$ cat src/rtl/pacman_turn_buffer.sv
`default_nettype none
// ============================================================================
//  Module   : pacman_turn_buffer
//  Purpose  : Converts raw keyboard direction levels into one-hot direction
//             requests for the pacman motion FSM. Perpendicular turns are
//             held until pacman is tile-aligned; same-direction and reverse
//             turns are issued immediately. Each request is held up to and
//             including the next startOfFrame cycle.
//  Option   : TURN_BUFFER_EXPIRE_EN - buffered turns expire after
//             BUFFER_FRAMES frames without being issued.
//  Revision : 1.0 - initial release
// ============================================================================
module pacman_turn_buffer #(
    parameter int TILE_SIZE     = 32,
    parameter int GRID_OFFSET_X = 24,
    parameter int GRID_OFFSET_Y = 25,
    parameter int BUFFER_FRAMES = 8
) (
    input  logic        clk,
    input  logic        resetN,
    input  logic        startOfFrame,
    input  logic        playGame,
    input  logic        key_up,
    input  logic        key_down,
    input  logic        key_right,
    input  logic        key_left,
    input  logic [10:0] topLeftX,
    input  logic [10:0] topLeftY,
    output logic        up_req,
    output logic        down_req,
    output logic        right_req,
    output logic        left_req,
    output logic        pending_valid,
    output logic [1:0]  pending_dir,
    output logic [1:0]  cur_dir
);

    localparam logic [1:0]  DIR_DOWN  = 2'b00;
    localparam logic [1:0]  DIR_RIGHT = 2'b01;
    localparam logic [1:0]  DIR_LEFT  = 2'b10;
    localparam logic [1:0]  DIR_UP    = 2'b11;
    localparam logic [10:0] TILE_MASK = 11'(TILE_SIZE - 1);

    typedef enum logic [1:0] {
        ST_IDLE     = 2'd0,
        ST_WAIT_KEY = 2'd1,
        ST_PENDING  = 2'd2,
        ST_ISSUE    = 2'd3
    } state_t;

    state_t      state_q, state_d;
    logic [3:0]  key_hist_q, key_hist_d;      // {up, down, right, left}
    logic [1:0]  pending_dir_q, pending_dir_d;
    logic [1:0]  cur_dir_q, cur_dir_d;
    logic        pending_valid_q, pending_valid_d;
    logic        chain_q, chain_d;            // new key latched while issuing

    logic [3:0]  key_now;
    logic [3:0]  key_rise;
    logic        key_edge;
    logic [1:0]  edge_dir;
    logic        edge_taken;
    logic [10:0] off_x, off_y;
    logic        aligned;
    logic        dir_direct;
    logic        expire;

    assign key_now  = {key_up, key_down, key_right, key_left};
    assign key_rise = key_now & ~key_hist_q;
    assign key_edge = |key_rise;

    // Simultaneous edges resolve up > down > right > left
    always_comb begin
        edge_dir = DIR_LEFT;
        if (key_rise[3])      edge_dir = DIR_UP;
        else if (key_rise[2]) edge_dir = DIR_DOWN;
        else if (key_rise[1]) edge_dir = DIR_RIGHT;
    end

    // Modulo-tile test; two's-complement wrap makes negative positions work
    assign off_x   = topLeftX - 11'(GRID_OFFSET_X);
    assign off_y   = topLeftY - 11'(GRID_OFFSET_Y);
    assign aligned = ((off_x & TILE_MASK) == 11'd0) && ((off_y & TILE_MASK) == 11'd0);

    // Reverse direction is the bitwise complement in this encoding
    assign dir_direct = (pending_dir_q == cur_dir_q) || (pending_dir_q == ~cur_dir_q);

    // An edge is only latched while the game runs and the FSM is out of IDLE
    assign edge_taken = key_edge && playGame && (state_q != ST_IDLE);

`ifdef TURN_BUFFER_EXPIRE_EN
    logic [7:0] frame_cnt_q, frame_cnt_d;

    // Frame lifetime of the buffered turn: reload on latch, count down per frame
    always_comb begin
        frame_cnt_d = frame_cnt_q;
        if (edge_taken)
            frame_cnt_d = 8'(BUFFER_FRAMES);
        else if (state_q == ST_PENDING && startOfFrame && frame_cnt_q != 8'd0)
            frame_cnt_d = frame_cnt_q - 8'd1;
    end

    // Frame counter register
    always_ff @(posedge clk or negedge resetN) begin
        if (!resetN) frame_cnt_q <= 8'd0;
        else         frame_cnt_q <= frame_cnt_d;
    end

    assign expire = (state_q == ST_PENDING) && startOfFrame && (frame_cnt_q == 8'd1);
`else
    // Expiry compiled out: a buffered turn lives until issued or flushed
    assign expire = (BUFFER_FRAMES < 0);
`endif

    // Next-state and buffered-turn bookkeeping
    always_comb begin
        state_d         = state_q;
        key_hist_d      = key_now;
        pending_dir_d   = pending_dir_q;
        pending_valid_d = pending_valid_q;
        cur_dir_d       = cur_dir_q;
        chain_d         = chain_q;

        if (!playGame) begin
            state_d         = ST_IDLE;
            pending_valid_d = 1'b0;
            pending_dir_d   = DIR_DOWN;
            chain_d         = 1'b0;
        end else begin
            case (state_q)
                ST_IDLE: begin
                    state_d = ST_WAIT_KEY;
                end
                ST_WAIT_KEY: begin
                    if (key_edge) begin
                        pending_dir_d   = edge_dir;
                        pending_valid_d = 1'b1;
                        state_d         = ST_PENDING;
                    end
                end
                ST_PENDING: begin
                    // A fresh edge replaces the request; it is judged next cycle
                    if (key_edge) begin
                        pending_dir_d = edge_dir;
                    end else if (dir_direct || aligned) begin
                        cur_dir_d = pending_dir_q;
                        state_d   = ST_ISSUE;
                    end else if (expire) begin
                        pending_valid_d = 1'b0;
                        state_d         = ST_WAIT_KEY;
                    end
                end
                ST_ISSUE: begin
                    if (key_edge) begin
                        pending_dir_d = edge_dir;
                        chain_d       = 1'b1;
                    end
                    // Request is released after the frame boundary cycle
                    if (startOfFrame) begin
                        chain_d         = 1'b0;
                        pending_valid_d = chain_q || key_edge;
                        state_d         = (chain_q || key_edge) ? ST_PENDING : ST_WAIT_KEY;
                    end
                end
                default: begin
                    state_d = ST_IDLE;
                end
            endcase
        end
    end

    // State and datapath registers
    always_ff @(posedge clk or negedge resetN) begin
        if (!resetN) begin
            state_q         <= ST_IDLE;
            key_hist_q      <= 4'd0;
            pending_dir_q   <= DIR_DOWN;
            pending_valid_q <= 1'b0;
            cur_dir_q       <= DIR_RIGHT;
            chain_q         <= 1'b0;
        end else begin
            state_q         <= state_d;
            key_hist_q      <= key_hist_d;
            pending_dir_q   <= pending_dir_d;
            pending_valid_q <= pending_valid_d;
            cur_dir_q       <= cur_dir_d;
            chain_q         <= chain_d;
        end
    end

    // Issued direction lives in cur_dir so a newly latched key cannot alter it
    assign up_req        = (state_q == ST_ISSUE) && (cur_dir_q == DIR_UP);
    assign down_req      = (state_q == ST_ISSUE) && (cur_dir_q == DIR_DOWN);
    assign right_req     = (state_q == ST_ISSUE) && (cur_dir_q == DIR_RIGHT);
    assign left_req      = (state_q == ST_ISSUE) && (cur_dir_q == DIR_LEFT);
    assign pending_valid = pending_valid_q;
    assign pending_dir   = pending_dir_q;
    assign cur_dir       = cur_dir_q;

endmodule
`default_nettype wire

$ cat config.mk
export PLATFORM = sky130hd
export DESIGN_NAME = pacman_turn_buffer
export DESIGN_NICKNAME = d
export VERILOG_FILES = /design/src/rtl/pacman_turn_buffer.sv
export SDC_FILE = /design/constraint.sdc
export NUM_CORES = 1
export LEC_CHECK = 0
export ABC_AREA = 1
export BUFFER_PORTS_ARGS = -buffer_cell sky130_fd_sc_hd__buf_4
export CORE_UTILIZATION = 30
export CTS_CLUSTER_DIAMETER = 120
export DETAILED_ROUTE_END_ITERATION = 10
export PLACE_DENSITY = 0.67
export SLEW_MARGIN = 10
export SYNTH_ARGS = -nofsm -noshare
export SYNTH_HDL_FRONTEND = slang
export SYNTH_SLANG_ARGS = --single-unit
$ cat constraint.sdc
create_clock -name clk -period 2.7 [get_ports clk]
set_clock_uncertainty 0.1 [all_clocks]
set_input_delay 0.135 -clock clk [delete_from_list [all_inputs] [get_ports clk]]
set_output_delay 0.135 -clock clk [all_outputs]
set_load 0.1 [all_outputs]
==> impl_metrics.py <==
metrics = {
    "global_routing": {
        "antenna_found_initial": 0,
        "grt_pass1_wl_mm": 2.53,
        "grt_pass1_vias": 650,
        "met1_usage_pct": 14.7,
        "grt_use_met3_pct": 2.63,
        "grt_use_total_pct": 13.1,
        "grt_remaining_overflow": 0,
        "busiest_layer": "met2",
        "grt_max_degree": 13,
        "grt_use_met2_pct": 23.2,
    },
    "critical_path": {
        "path_class": "register to output pin",
        "path_max_fanout": 6,
        "crit_required_ps": 2470,
        "arrival_ps": 1390,
        "cp-end-kind": "output pin",
        "r2r-start": "cur_dir[0]$_DFFE_PN1P_",
        "ff2ff_setup_slack_ps": 1310,
        "critPathLaunchType": "register",
        "startpoint": "cur_dir[0]$_DFFE_PN1P_",
    },
    "cells_and_area": {
        "antenna_cells": 0,
        "multi_input_area_um2": 368,
        "fill_cells": 232,
        "syn2layout_area_growth_pct": 43.0,
        "seqCellArea_um2": 302,
        "final_common_cell": "nand2_1",
        "nNetsFinal": 173,
        "drive_gt1_share_pct": 33.8,
        "layout_common_cells": "nand2_1, buf_4, inv_1, nor2_1, dfrtp_1",
    },
    "place": {
        "numPortBuffers": 26,
        "gp_congestion": 0.832,
        "hpwl_mm": 1.26,
    },
    "power": {
        "seqPwrFrac_pct": 33.0,
        "comb_power_share_pct": 47.7,
        "swShare_pct": 46.7,
        "peakVddDrop_mv": 0.386,
        "power.density_nw_per_um2": 686,
        "clkPwrFrac_pct": 19.3,
        "switching_power_uw": 340,
        "p_int_uw": 388,
        "p_leak_uw": 0.000587,
    },
    "synth": {
        "ys_top_cells_by_area": "dfrtp_1, nand2_1, inv_1",
        "ys_ff_latch": 12,
        "synth_top_family_by_area": "simple AND/OR/NAND/NOR gates",
        "yosysTopAreaCell": "dfrtp_1",
        "avgSynthCellArea_um2": 6.87,
        "yosysWarnings": 0,
        "yosysSeqAreaShare_pct": 40.6,
        "synthXorXnorAreaFrac_pct": 0,
        "synth_top_area_share_pct": 37.1,
        "muxShareOfSynthArea_pct": 0,
        "yosys.area_share.simple_pct": 41.1,
        "synth_compound_area_share_pct": 7.08,
        "synth_fa_ha_area_share_pct": 0,
        "synth_nets": 138,
        "synthCells": 108,
        "syn_area_um2": 742,
        "synth_cell_type_count": 20,
    },
    "die": {
        "core_um2": 2280,
        "die_area_um2": 2680,
        "start_util_pct": 32.6,
        "io_pins": 39,
        "dieWidth_um": 51.7,
        "die_h_um": 51.7,
        "rows": 17,
    },
    "timing": {
        "worst_slew_pin_slew_ps": 279,
        "slew-limit-headroom_pct": 81.6,
        "post-route-min-period_ps": 1620,
        "whs_ps": 69.7,
        "rsz0062_at_grt": "false",
        "fmax_mhz": 616,
        "drv_slew": 0,
        "final_min_period_over_clock_period_pct": 60.1,
        "finalHoldViolCount": 0,
        "setup_viol": 0,
        "tns_ps": 0,
    },
    "detailed_routing": {
        "wirelength_mm": 1.58,
        "drtIter0Drc": 14,
        "dr.pass1.iters": 4,
        "routed-via-count": 764,
        "drtAntennaViolNets": 0,
        "drc": 0,
        "avgRoutedWirePerCell_um": 9.26,
        "routed_via_density": 4.49,
    },
    "clock_tree": {
        "postCtsSetupRepairBufs": 0,
        "cts_buffer_depth": 2,
        "cts_resized": 0,
        "htreeDepth": 1,
        "cts_sinks": 12,
        "cts_root_buffer": "clkbuf_4",
        "cts_tree": "yes",
        "cts_buffers": 3,
        "clkLatencyLatePin_ps": 270,
        "clkTransAtPathRegs_ps": 70,
    },
    "worst_hold_path": {
        "hp-start": "playGame",
        "hold_path.class": "input pin to register",
    },
    "run": {
        "drv_cap": 0,
    },
    "status": {
        "status": "completed",
    },
}
==> final timing paths <==
path	depth (start not counted)	to
setup reg to reg	9	cur_dir[1]$_DFFE_PN0P_
min in group asynchronous	2	key_hist_q[0]$_DFF_PN0_
max in group asynchronous	2	cur_dir[0]$_DFFE_PN1P_
setup / recovery	3	right_req
hold reg to reg	2	pending_valid$_DFFE_PN0P_
hold / removal	3	pending_valid$_DFFE_PN0P_
==> per-stage QoR <==
step	cells	worst slack [ps]	instance area [um^2]	utilization, %	total power [uW]
floorplan	108	-0.881	752	-	510
CTS	170	1060	1060	46.6	738
finish	170	1080	1060	46.6	728
global route	170	980	1060	46.6	777
global placement	161	1340	975	42.8	581
detailed placement	161	1310	975	42.8	589
==> registers in the layout, summed over array words and instances, names as in the netlist <==
| signal | cells |
|---|---|
| pending_valid | 1 |
| state_q | 2 |
| cur_dir | 2 |
| chain_q | 1 |
| pending_dir | 2 |
| key_hist_q | 4 |
==> power by group through the flow <==
stage	registers (uW)	clock network, uW	logic [uW]
detailed placement	244	0	345
CTS	241	146	352
global placement	243	0	338
finish	240	141	347
global route	246	154	377
floorplan	358	0	152
==> layer usage <==
metal  part of all wire [%]  vias to the layer above
met5                      0                        -
met4                    1.3                        0
met3                    7.0                        4
met2                     48                       31
met1                     44                      329
li1                       -                      400
==> logic make-up after synthesis <==
logic type / after synthesis
flops: 12
simple gates: 66
buf+inv: 21
compound gates: 9
==> layout make-up <==
| class | count | area share, % |
|---|---|---|
| well taps | 28 | 3.30 |
| multi-input cells | 75 | 34.7 |
| clock buffers | 4 | 3.42 |
| inverters | 20 | 7.08 |
| repair buffers | 31 | 23.1 |
| flip-flops and latches | 12 | 28.4 |
==> worst max-delay path, cell delays in order, from the launching register on <==
cell and delay [ps]:
dfstp_2 580, inv_1 80, nor3_2 150, buf_4 310
==> synthesized netlist by cell type <==
| library cell | count |
|---|---|
| nand2_4 | 2 |
| a31oi_1 | 1 |
| buf_4 | 1 |
| nor2_4 | 1 |
| inv_2 | 4 |
| nor2_2 | 1 |
| nand2_1 | 36 |
| inv_1 | 16 |
| nand4_1 | 2 |
| nand3_2 | 1 |
| o21ai_1 | 1 |
| nand3_1 | 4 |
| dfrtp_1 | 11 |
| o22ai_1 | 2 |
| a21oi_1 | 4 |
| nand2_2 | 5 |
| a21oi_2 | 1 |
| nor2_1 | 11 |
| nor3_1 | 3 |
| dfstp_2 | 1 |
==> timing repair <==
action | CTS | global route
hold endpoints to repair | 16 | 0
hold buffers | 5 | 0
setup endpoints to repair | 0 | 0
(Power assumes the default switching activity.)
